===== config.mk =====
export PLATFORM = sky130hd
export DESIGN_NAME = tdc_digital_decoder
export DESIGN_NICKNAME = d
export VERILOG_FILES = /design/src/rtl/tdc_pkg.sv /design/src/rtl/tdc_therm_decode.sv /design/src/rtl/tdc_digital_decoder.sv
export SDC_FILE = /design/constraint.sdc
export NUM_CORES = 1
export LEC_CHECK = 0
export ABC_CLOCK_PERIOD_IN_PS = 9600
export CAP_MARGIN = 20
export CELL_PAD_IN_SITES_DETAIL_PLACEMENT = 0
export CELL_PAD_IN_SITES_GLOBAL_PLACEMENT = 1
export CORE_MARGIN = 1
export CORE_UTILIZATION = 43
export CTS_BUF_LIST = sky130_fd_sc_hd__clkbuf_4 sky130_fd_sc_hd__clkbuf_8
export DETAILED_ROUTE_END_ITERATION = 16
export PLACE_DENSITY_LB_ADDON = 0.1
export SLEW_MARGIN = 10
export SYNTH_ARGS = -nofsm -noshare
export SYNTH_HDL_FRONTEND = slang
export SYNTH_HIERARCHICAL = 1
export SYNTH_SLANG_ARGS = --single-unit

===== constraint.sdc =====
create_clock -name clk -period 9.6 [get_ports clk]
set_clock_uncertainty 0.05 [all_clocks]
set_input_delay 1.92 -clock clk [delete_from_list [all_inputs] [get_ports clk]]
set_output_delay 1.92 -clock clk [all_outputs]
set_load 0.03 [all_outputs]

===== src/rtl/tdc_pkg.sv =====
// Shared constants, FSM state type and snapshot check for the TDC decoder.
// Thermometer snapshots are valid only as a rotation of a half-ones word.
package tdc_pkg;

  localparam int RIPPLE_W = 7;
  localparam int NPH      = 16;
  localparam int FRAC_W   = $clog2(NPH);
  localparam int SAMPLE_W = RIPPLE_W + FRAC_W;

  typedef enum logic [1:0] {
    IDLE,
    PRIME,
    RUN
  } tdc_state_t;

  function automatic logic is_valid_therm(
    input logic [NPH-1:0] ph
  );
    int ones;
    int rises;
    logic [FRAC_W-1:0] k;
    logic [FRAC_W-1:0] km1;
    ones  = 0;
    rises = 0;
    for (int i = 0; i < NPH; i++) begin
      k   = FRAC_W'(i);
      km1 = k - 1'b1;
      if (ph[k]) ones++;
      if (ph[k] && !ph[km1]) rises++;
    end
    return (ones == NPH / 2) && (rises == 1);
  endfunction

endpackage


===== src/rtl/tdc_therm_decode.sv =====
// Combinational snapshot decoder: ring-oscillator phase word to frac index.
// frac is the position of the single 0->1 edge walking up the ring.
module tdc_therm_decode
  import tdc_pkg::*;
(
  input  logic [NPH-1:0]    ph_i,
  output logic [FRAC_W-1:0] frac_o,
  output logic              valid_o
);

  logic [FRAC_W-1:0] k;
  logic [FRAC_W-1:0] km1;

  always_comb begin
    frac_o = '0;
    k      = '0;
    km1    = '0;
    for (int i = 0; i < NPH; i++) begin
      k   = FRAC_W'(i);
      km1 = k - 1'b1;
      if (ph_i[k] && !ph_i[km1]) frac_o = k;
    end
    valid_o = is_valid_therm(ph_i);
  end

endmodule


===== src/rtl/tdc_digital_decoder.sv =====
// TDC back-end: capture, decode and unwrap ripple/phase samples into an
// accumulated phase word; three pipeline stages gated by a prime FSM.
module tdc_digital_decoder
  import tdc_pkg::*;
#(
  parameter int ACC_W = 24,
  parameter int ERR_W = 8
) (
  input  logic                clk,
  input  logic                rst,
  input  logic                en,
  input  logic [RIPPLE_W-1:0] ripple_count,
  input  logic [NPH-1:0]      phase,
  output logic [ACC_W-1:0]    tdc_word,
  output logic                tdc_valid,
  output logic [FRAC_W-1:0]   frac,
  output logic                code_err,
  output logic [ERR_W-1:0]    err_cnt
);

  tdc_state_t state_q, state_d;

  logic                v1_q;
  logic [RIPPLE_W-1:0] r_cnt_q;
  logic [NPH-1:0]      r_ph_q;

  logic                v2_q;
  logic [SAMPLE_W-1:0] s_q;
  logic [FRAC_W-1:0]   frac_q;
  logic                cerr_q;
  logic [ERR_W-1:0]    err_q;

  logic [SAMPLE_W-1:0] sprev_q;
  logic [ACC_W-1:0]    word_q;
  logic                valid_q;

  logic [FRAC_W-1:0]   dec_frac;
  logic                dec_ok;
  logic [SAMPLE_W-1:0] delta;
  logic                prime_ld;
  logic                acc;

  tdc_therm_decode u_dec (
    .ph_i    (r_ph_q),
    .frac_o  (dec_frac),
    .valid_o (dec_ok)
  );

  // Modular difference absorbs ripple counter roll-over.
  assign delta = s_q - sprev_q;

  always_ff @(posedge clk or posedge rst) begin
    if (rst) state_q <= IDLE;
    else     state_q <= state_d;
  end

  always_comb begin
    state_d  = state_q;
    prime_ld = 1'b0;
    acc      = 1'b0;
    unique case (state_q)
      IDLE: if (en) state_d = PRIME;
      PRIME: begin
        if (!en) begin
          state_d = IDLE;
        end else if (v2_q) begin
          prime_ld = 1'b1;
          state_d  = RUN;
        end
      end
      RUN: begin
        if (!en) state_d = IDLE;
        else     acc = v2_q;
      end
      default: state_d = IDLE;
    endcase
  end

  always_ff @(posedge clk or posedge rst) begin
    if (rst) begin
      v1_q    <= 1'b0;
      r_cnt_q <= '0;
      r_ph_q  <= '0;
      v2_q    <= 1'b0;
      s_q     <= '0;
      frac_q  <= '0;
      cerr_q  <= 1'b0;
      err_q   <= '0;
      sprev_q <= '0;
      word_q  <= '0;
      valid_q <= 1'b0;
    end else if (!en) begin
      v1_q    <= 1'b0;
      v2_q    <= 1'b0;
      cerr_q  <= 1'b0;
      valid_q <= 1'b0;
    end else begin
      r_cnt_q <= ripple_count;
      r_ph_q  <= phase;
      v1_q    <= 1'b1;
      v2_q    <= v1_q;
      cerr_q  <= 1'b0;
      valid_q <= 1'b0;
      if (v1_q) begin
        if (dec_ok) begin
          s_q    <= {r_cnt_q, dec_frac};
          frac_q <= dec_frac;
        end else begin
          s_q    <= {r_cnt_q, frac_q};
          cerr_q <= 1'b1;
          if (err_q != '1) err_q <= err_q + 1'b1;
        end
      end
      if (prime_ld) sprev_q <= s_q;
      if (acc) begin
        sprev_q <= s_q;
        word_q  <= word_q + ACC_W'(delta);
        valid_q <= 1'b1;
      end
    end
  end

  assign tdc_word  = word_q;
  assign tdc_valid = valid_q;
  assign frac      = frac_q;
  assign code_err  = cerr_q;
  assign err_cnt   = err_q;

endmodule

---- Yosys cells after proc, flatten, opt, wreduce, memory -nomap -nowiden ----
Index checks and enable logic that the tools add are counted.
Widths: inputs -> output; s select.
cells by class
  reductions and logical operators ........ 41
  add/subtract/negate cells ............... 33
  equality and inequality tests ........... 8
  bitwise gates (word level) .............. 1
  mux-type cells .......................... 67
operators by type and width
  operator               number
  $mux 32                30
  $add 32x2->32 const B  28
  $mux 4                 9
  $eq 32x2->1 const B    1
  $eq 32x5->1 const B    1
  $add 24x11->24         1
  $mux 11                2
  $logic_and 1x1->1      17
  $logic_not 1->1        16
  $mux 1                 15
  $mux 2                 6
  $mux 3                 4
  $sub 11x11->11         1
  $add 8x1->8 const B    1
  $ne 8x8->1 const B     1
  $pmux 2 s3             1
  $reduce_and 2->1       3
  $reduce_and 3->1       2
  $add 1x1->2 const B    2
  $ne 2x2->1 const B     2
  $reduce_and 4->1       1
  $ne 3x3->1 const B     1
  $eq 2x1->1 const B     1
  $eq 2x2->1 const B     1
  3 further kinds        3
word-level totals
  output and inout bits ................... 38
  word-level logic and storage cells ...... 162
  input port bits ......................... 26
  register bits after elaboration ......... 87

---- Logic depth before layout (Yosys ltp) ----
Gate-level depths: netlist (run 1).
  depth after elaboration ................. 38
  mapped depth ............................ 56
  depth with buffers taken out ............ 55

---- Hierarchy ----
The synthesis (run 1) kept the hierarchy.
modules (own cells, without submodules)
  module               area an instance (um^2)  sequential area each (um^2)  times used  cells each
  tdc_digital_decoder  4395.5                   2177.1                       1           383
  tdc_therm_decode     3484.6                   0.0                          1           475

---- Worst setup path after synthesis (run 1) ----
Ideal clock, no wire load.
  path type ............................... reg-to-reg
  start ................................... register r_ph_q[1]
  end ..................................... register err_q[1], in the netlist err_cnt[1]
  path slack .............................. -0.550 ns
  library setup time ...................... 0.125 ns
  data required time ...................... 9.425 ns
  path buffers ............................ 1
  stages on the path, launching flop included .. 55
  period minus slack after synthesis ...... 10.150 ns
  arrival ................................. 9.975 ns
  path through ............................ dfrtp_1 -> inv_1 -> ha_1 -> xnor2_1 -> inv_1 -> ha_1 -> nand2_1 -> o31ai_1 -> ha_1 -> mux2_2 -> ha_1 -> nand2_1 -> o41ai_2 -> or2_2 -> ha_1 -> nand2b_1 -> o31a_1 -> ha_1 -> [19 not listed] -> ha_1 -> nand2_1 -> o221a_2 -> inv_1 -> ha_1 -> mux2_2 -> ha_1 -> mux2_2 -> ha_1 -> nand3_1 -> o21ai_0 -> a31oi_1 -> nor4b_1 -> nand4_1 -> nor4_1 -> buf_2 -> a311oi_4 -> mux2_2
on the way
  longest elaborated chain between the ends .. 34
  elaborated cells on any way between the ends .. 66
  those cells by class .................... add/sub: 28; eq/ne: 2; mux: 30; bitwise: 1; reduce/logical: 5
ends and longest elaborated chain
  element                              line                        text
  start: declaration                   tdc_digital_decoder.sv:25   logic [NPH-1:0] r_ph_q;
  start signal: assignment             tdc_digital_decoder.sv:99   r_ph_q <= phase;
  $logic_and 1x1->1                    tdc_pkg.sv:29               if (ph[k] && !ph[km1]) rises++;
  $mux 32                              tdc_pkg.sv:29
  $add 32x2->32                        tdc_pkg.sv:29
  $mux 32                              tdc_pkg.sv:29
  $add 32x2->32                        tdc_pkg.sv:29
  $mux 32                              tdc_pkg.sv:29
  $add 32x2->32                        tdc_pkg.sv:29
  $mux 32                              tdc_pkg.sv:29
  [19 not listed]                      -
  $mux 32                              tdc_pkg.sv:29
  $add 32x2->32                        tdc_pkg.sv:29
  $mux 32                              tdc_pkg.sv:29
  $eq 32x2->1                          tdc_pkg.sv:31               return (ones == NPH / 2) && (rises == 1);
  $logic_and 1x1->1 *                  tdc_pkg.sv:31
  named net dec_ok                     tdc_digital_decoder.sv:38   logic dec_ok;
  $not 1->1 (no source line) *         -
  $reduce_and 4->1 (no source line) *  -
  end signal: assignment               tdc_digital_decoder.sv:111  if (err_q != '1) err_q <= err_q + 1'b1;
  end: declaration                     tdc_digital_decoder.sv:31   logic [ERR_W-1:0] err_q;
Mark *: on every way through the listed nets, which the timed path passes. The rest lies on a longest branch.
A chain may end at the register's enable or synchronous reset.

---- Worst setup path after layout (run 1) ----
  start ................................... register r_ph_q[1]
  end ..................................... register frac_q[2], in the netlist frac[2]
on the way
  longest elaborated chain between the ends .. 33
  elaborated cells on any way between the ends .. 65
  those cells by class .................... add/sub: 28; eq/ne: 2; mux: 30; reduce/logical: 5
ends and longest elaborated chain
  element                              line                        text
  $logic_and 1x1->1                    tdc_pkg.sv:29
  $mux 32                              tdc_pkg.sv:29
  $add 32x2->32                        tdc_pkg.sv:29
  $mux 32                              tdc_pkg.sv:29
  $add 32x2->32                        tdc_pkg.sv:29
  $mux 32                              tdc_pkg.sv:29
  $add 32x2->32                        tdc_pkg.sv:29
  $mux 32                              tdc_pkg.sv:29
  [18 not listed]                      -
  $add 32x2->32                        tdc_pkg.sv:29
  $mux 32                              tdc_pkg.sv:29
  $add 32x2->32                        tdc_pkg.sv:29
  $mux 32                              tdc_pkg.sv:29
  $eq 32x2->1                          tdc_pkg.sv:31
  $logic_and 1x1->1 *                  tdc_pkg.sv:31
  named net dec_ok                     tdc_digital_decoder.sv:38
  $reduce_and 3->1 (no source line) *  -
  end signal: assignment               tdc_digital_decoder.sv:107  frac_q <= dec_frac;
  end: declaration                     tdc_digital_decoder.sv:29   logic [FRAC_W-1:0] frac_q;
Marked as above.

==> flow_metrics.env, run 1 <==
export IMPL_antenna_found_initial=0
export IMPL_clk_latency_ns=0.39
export IMPL_netlist_instances=858
export IMPL_routedWlPerCell_um=16.21
export IMPL_max_freq_ghz=0.09868
export IMPL_wl_mm=20.71
export IMPL_viasPerCell=5.467
export IMPL_setup_violations=17
export IMPL_hold_depth=1
export IMPL_slowest_stage="dfrtp_2"
export IMPL_initial_utilization_pct=43.87
export IMPL_hp_class="flop to flop"
export IMPL_hpwl_mm=14.62
export IMPL_synth_area_mm2=0.007880
export IMPL_coreArea_mm2=0.01796
export IMPL_use_met3_pct=3.790
export IMPL_cts_tree="built"
export IMPL_power_density_mw_per_mm2=417.8
export IMPL_violations="negative setup slack"
export IMPL_fp_dieH_um=137.4
export IMPL_grt_pass1_vias=6777
export IMPL_timing_critical_path_mode_cell="ha_4"
export IMPL_cts_buffers=9
export IMPL_finalMaxSlewViolations=0
export IMPL_grt_ovfl_total=0
export IMPL_yosys_area_top_type="dfrtp_1"
export IMPL_crit_type="flop to flop"
export IMPL_numClockSinks=87
export IMPL_synth_seq_cells=87
export IMPL_synthTopCellsByCount="87 x dfrtp_1, 82 x nand2_1, 56 x xnor2_1"
export IMPL_drc=0
export IMPL_grt_util_met1_pct=30.75
export IMPL_port_buffers=63
export IMPL_avgSynthCellArea_um2=9.184
export IMPL_track_usage_pct=22.38
export IMPL_synth_nets=941
export IMPL_cts_root_buf="clkbuf_8"
export IMPL_io_pins=64
export IMPL_synth_area_top_cells="dfrtp_1 28%, ha_1 8.7%, mux2_2 6.7%"
export IMPL_slew_headroom_pct=47.49
export IMPL_min_period_ns=10.13
export IMPL_ant_nets=0
export IMPL_status="finished, violations left"
export IMPL_synthFlopType="dfrtp_1"
export IMPL_gp_congestion=0.8214
export IMPL_fp_dieW_um=137.4
export IMPL_synth_cell_types=100
export IMPL_irDropWorstVdd_mv=0.5556
export IMPL_n_fill_cell=1517
export IMPL_p_leak_uw=0.004529
export IMPL_critPathMaxStageDelay_ns=0.44
export IMPL_yosys_warnings=6
export IMPL_nets=1127
export IMPL_drtIter0Drc=354
export IMPL_worstPathRequired_ns=9.82
export IMPL_maxCapViolations=0
export IMPL_top_usage_layer="met2"
export IMPL_crit_fanout=6
export IMPL_firstDrtPassIters=5
export IMPL_grt_max_degree=88
export IMPL_reg2regPathDepth=51
export IMPL_ctsLongestPathBuffers=2
export IMPL_utilization_pct=58.71
export IMPL_yosys_area_top_type_share_pct=27.63
export IMPL_period_share_pct=105.6
export IMPL_hold_viol=0
export IMPL_grt_pass1_wl_mm=33.30
export IMPL_worstReg2RegStart="r_ph_q[1]$_DFFE_PP0P_"
export IMPL_min_from="tdc_word[23]$_DFFE_PP0P_"
export IMPL_core_rowCount=49
export IMPL_antenna_cells=0
export IMPL_clkTransAtPathRegs_ns=0.11
export IMPL_vias=6987
export IMPL_worst_slack_ns=-0.5338
export IMPL_ys_seq_area_share_pct=27.63
export IMPL_ys_async_sr_fraction_pct=100.0
export IMPL_min_to="tdc_word[23]$_DFFE_PP0P_"
export IMPL_die_area_mm2=0.01887
export IMPL_yosysMostFrequentCell="dfrtp_1"
export IMPL_critPathLaunchType="flop"
export IMPL_area_delta_synth_final_pct=33.84
export IMPL_fin_hold_ws_ns=0.4192
export IMPL_synth_edf_count=0
export IMPL_r2r_setup_slack_ns=-0.53
export IMPL_r2r_end="frac[2]$_DFFE_PP0P_"
export IMPL_worst_pin_slew_ns=0.7876
export IMPL_met2_usage_pct=36.76
export IMPL_critPathCaptureType="flop"
export IMPL_drive_gt1_share_pct=30.98
export IMPL_arrival_ns=10.35
export IMPL_h_tree_depth=3
export IMPL_rsz0062_at_grt="yes"
## layer usage
| layer | vias up | routed length [um] |
|---|---|---|
| li1 | 3481 | - |
| met4 | 0 | 227 |
| met5 | - | 0 |
| met1 | 3350 | 10180 |
| met3 | 21 | 701 |
| met2 | 135 | 9601 |
## power by group
part,internal [uW],leakage [uW],switching (uW)
Combinational,1830,0.00331,1790
Sequential,436,0.00111,83.7
Clock,104,0.000105,163
Total,2370,0.00453,2040
## kinds of logic (layout without fill, tap and decap cells)
family / count (synthesis) / count (layout) / share of synthesized area (%)
AOI/OAI and AO/OA: 194 / 194 / 17.26
buffers and inverters: 73 / 264 / 3.858
xor gates and xnor gates: 108 / 108 / 14.91
DFF: 87 / 87 / 27.63
and+or+nand+nor: 285 / 285 / 19.50
adders and majority gates: 57 / 57 / 9.241
muxes: 54 / 54 / 7.606
## stage by stage
step	area [um2]	setup WS, ns	std cells	total power (uW)	TNS, ns
after global placement	9318	-0.4824	1185	3415	-6.019
final	10550	-0.5338	1278	4406	-7.498
after CTS	10220	-0.3345	1263	4158	-4.508
after global routing	10550	-0.9411	1278	4772	-14.60
after floorplan	8039	0.002039	858	2648	0
after detailed placement	9318	-0.6852	1185	3472	-9.826
## timing repair
action	in CTS	in global routing
endpoints found under the hold margin	0	0
gates resized for setup	37	44
cloned	0	0
hold buffers	0	0
pin swaps	11	39
buffers inserted	65	19
endpoints found under the setup margin	17	17
## layout by cell type, fill, tap and decap left out, types with 16 or more instances in the layout
cell type | synthesis | routed
clkdlybuf4s50_1 | 0 | 63
nand4_1 | 17 | 17
nand3_1 | 27 | 26
nor2_1 | 46 | 42
buf_4 | 2 | 134
nor3_1 | 17 | 17
ha_4 | 0 | 16
nand2_1 | 82 | 77
xor2_1 | 35 | 33
mux2_2 | 47 | 40
o21ai_0 | 49 | 42
dfrtp_1 | 87 | 86
a21oi_1 | 45 | 42
xnor2_1 | 56 | 53
inv_1 | 40 | 34
ha_1 | 55 | 38
## sequential cells by signal, summed over array words and instances, names as in the netlist
| signal | count |
|---|---|
| code_err | 1 |
| err_cnt | 8 |
| frac | 4 |
| r_cnt_q | 7 |
| r_ph_q | 16 |
| s_q | 11 |
| sprev_q | 11 |
| state_q | 2 |
| tdc_valid | 1 |
| tdc_word | 24 |
| v1_q | 1 |
| v2_q | 1 |
## area by class of cell
type                            instances  area (um2)  area share, %
Multi-Input combinational cell        698        5962          56.53
Sequential cell                        87        2178          20.65
Timing Repair Buffer                  205        1739          16.49
Tap cell                              229       286.5          2.717
Inverter                               43       165.2          1.566
Clock buffer                            9       123.9          1.175
Clock inverter                          7       91.34         0.8661
## critical path, delay by kind of cell, from the launching register on
family	cells	cell delay [ns]
mux	5	1.43
fa+ha+maj	15	3.71
flops	1	0.44
compound gates	13	2.01
simple gates	11	1.42
buf+inv	5	0.55
xor+xnor	2	0.35
## how the worst max path moves through the flow
stage,startpoint,to,slack (ns),cells after the start
finish,r_ph_q[1]$_DFFE_PP0P_,frac[2]$_DFFE_PP0P_,-0.53,51
global route,r_ph_q[1]$_DFFE_PP0P_,frac[2]$_DFFE_PP0P_,-0.94,51
CTS,r_ph_q[1]$_DFFE_PP0P_,err_cnt[1]$_DFFE_PP0P_,-0.33,55
detailed placement,r_ph_q[0]$_DFFE_PP0P_,frac[2]$_DFFE_PP0P_,-0.69,52
global placement,r_ph_q[1]$_DFFE_PP0P_,err_cnt[1]$_DFFE_PP0P_,-0.48,55
floorplan,r_ph_q[1]$_DFFE_PP0P_,err_cnt[1]$_DFFE_PP0P_,0.002,53
(Power assumes the default switching activity.)
==> run 2: changes to the inputs <==
--- a/config.mk
+++ b/config.mk
@@ -10,9 +10,11 @@
 export CELL_PAD_IN_SITES_DETAIL_PLACEMENT = 0
 export CELL_PAD_IN_SITES_GLOBAL_PLACEMENT = 1
 export CORE_MARGIN = 1
-export CORE_UTILIZATION = 43
+export CORE_UTILIZATION = 47
 export CTS_BUF_LIST = sky130_fd_sc_hd__clkbuf_4 sky130_fd_sc_hd__clkbuf_8
+export CTS_CLUSTER_SIZE = 28
 export DETAILED_ROUTE_END_ITERATION = 16
+export DONT_BUFFER_PORTS = 1
 export PLACE_DENSITY_LB_ADDON = 0.1
 export SLEW_MARGIN = 10
 export SYNTH_ARGS = -nofsm -noshare
==> flow_metrics.env, run 2 (synthesis results as in run 1) <==
export IMPL_multiInputGateArea_mm2=0.005944
export IMPL_cts_root_buf="clkbuf_8"
export IMPL_clk_latency_ns=0.37
export IMPL_vias=6763
export IMPL_critPathCaptureType="flop"
export IMPL_numClockSinks=87
export IMPL_routedWlPerCell_um=16.95
export IMPL_finalMaxSlewViolations=0
export IMPL_firstDrtPassIters=4
export IMPL_grt_pass1_vias=6633
export IMPL_status="finished, violations left"
export IMPL_die_area_mm2=0.01729
export IMPL_wl_mm=20.00
export IMPL_period_share_pct=103.6
export IMPL_worst_pin_slew_ns=1.011
export IMPL_violations="negative setup slack"
export IMPL_hold_depth=1
export IMPL_clkTransAtPathRegs_ns=0.11
export IMPL_hp_class="flop to flop"
export IMPL_fp_dieH_um=131.5
export IMPL_ctsLongestPathBuffers=2
export IMPL_cts_buffers=9
export IMPL_slowest_stage="dfrtp_1"
export IMPL_n_fill_cell=1404
export IMPL_drc=0
export IMPL_largest_reg_flops=24
export IMPL_worstPathRequired_ns=9.80
export IMPL_cts_tree="built"
export IMPL_area_delta_synth_final_pct=22.72
export IMPL_post_route_cell_area_mm2=0.009671
export IMPL_slew_headroom_pct=32.62
export IMPL_ant_nets=0
export IMPL_crit_type="flop to flop"
export IMPL_critPathLaunchType="flop"
export IMPL_fp_dieW_um=131.5
export IMPL_drtIter0Drc=323
export IMPL_timing_critical_path_mode_cell="ha_4"
export IMPL_viasPerCell=5.731
export IMPL_reg2regPathDepth=52
export IMPL_core_rowCount=46
export IMPL_min_to="s_q[9]$_DFFE_PP0P_"
export IMPL_r2r_end="frac[0]$_DFFE_PP0P_"
export IMPL_worstReg2RegStart="r_ph_q[0]$_DFFE_PP0P_"
export IMPL_mostFrequentLayoutCell="buf_4"
export IMPL_max_freq_ghz=0.1006
export IMPL_crit_fanout=6
export IMPL_arrival_ns=10.14
export IMPL_setup_violations=17
export IMPL_worst_slack_ns=-0.3453
export IMPL_grt_ovfl_total=0
export IMPL_track_usage_pct=22.66
export IMPL_gp_congestion=0.8079
export IMPL_nets=1041
export IMPL_hold_viol=0
export IMPL_min_period_ns=9.945
export IMPL_critPathMaxStageDelay_ns=0.39
export IMPL_r2r_setup_slack_ns=-0.35
export IMPL_io_pins=64
export IMPL_min_from="r_cnt_q[5]$_DFFE_PP0P_"
export IMPL_grt_max_degree=78
export IMPL_port_buffers=0
export IMPL_rsz0062_at_grt="yes"
export IMPL_layout_common_cells="113 x buf_4, 86 x dfrtp_1, 75 x nand2_1, 53 x xnor2_1"
export IMPL_drive_gt1_share_pct=31.57
export IMPL_maxCapViolations=0
export IMPL_regArea_mm2=0.002178
export IMPL_hpwl_mm=14.13
export IMPL_antenna_found_initial=0
export IMPL_grt_pass1_wl_mm=32.27
export IMPL_coreArea_mm2=0.01612
export IMPL_initial_utilization_pct=48.90
export IMPL_placed_area_mm2=0.008666
export IMPL_h_tree_depth=3
run 2: through the flow:
stage | util (%) | TNS, ns | worst slack [ns] | hold slack [ns] | std cells
final | 60.01 | -4.471 | -0.3453 | 0.4599 | 1180
after global routing | 59.99 | -11.82 | -0.7604 | 0.4837 | 1179
after CTS | 58.47 | -6.063 | -0.4337 | 0.4667 | 1175
after detailed placement | 53.77 | -9.775 | -0.6586 | 0.4478 | 1110
after global placement | 53.77 | -5.373 | -0.4085 | 0.4359 | 1110
after floorplan | - | 0 | 0.002039 | 0.4159 | 858
run 2: worst max-delay path by stage:
stage                          startpoint                     end  slack, ns  depth (start not counted)
global placement    r_ph_q[1]$_DFFE_PP0P_  err_cnt[5]$_DFFE_PP0P_      -0.41                         56
finish              r_ph_q[0]$_DFFE_PP0P_     frac[0]$_DFFE_PP0P_      -0.35                         52
global route        r_ph_q[0]$_DFFE_PP0P_     frac[0]$_DFFE_PP0P_      -0.76                         52
detailed placement  r_ph_q[0]$_DFFE_PP0P_     frac[2]$_DFFE_PP0P_      -0.66                         52
CTS                 r_ph_q[1]$_DFFE_PP0P_     frac[0]$_DFFE_PP0P_      -0.43                         53
floorplan           r_ph_q[1]$_DFFE_PP0P_  err_cnt[1]$_DFFE_PP0P_      0.002                         53
run 2: timing repair:
action	in CTS	in global routing
setup endpoints to repair	17	17
gates resized for setup	40	44
pin swaps	24	45
setup buffers	52	9
hold buffers	0	0
run 2: final cells by class:
class,instances,area share (%)
timing repair buffer,119,9.510
tap,216,2.795
sequential,87,22.53
multi-input combinational,698,61.47
antenna,1,0.02588
clock inverter,7,0.6857
inverter,43,1.708
clock buffer,9,1.281
run 2: metal layers:
| layer | track usage (%) | wire (um) | up-vias |
|---|---|---|---|
| li1 | - | - | 3299 |
| met1 | 30.42 | 9359 | 3267 |
| met2 | 36.45 | 9280 | 158 |
| met3 | 4.630 | 943 | 39 |
| met4 | 6.977 | 413 | 0 |
| met5 | 0 | 0 | - |
run 2: critical path: cells and delay by family, from the launching register on:
kind	cells	cell delay, ns
fa+ha+maj	15	3.67
compound gates	13	1.98
flops	1	0.39
buf+inv	6	0.64
xor+xnor	2	0.32
mux	5	1.43
simple gates	11	1.32
Power of run 2 is left out: the tool's default activity adds up to more than one toggle a clock period on the data nets, which glitch-free logic cannot reach.
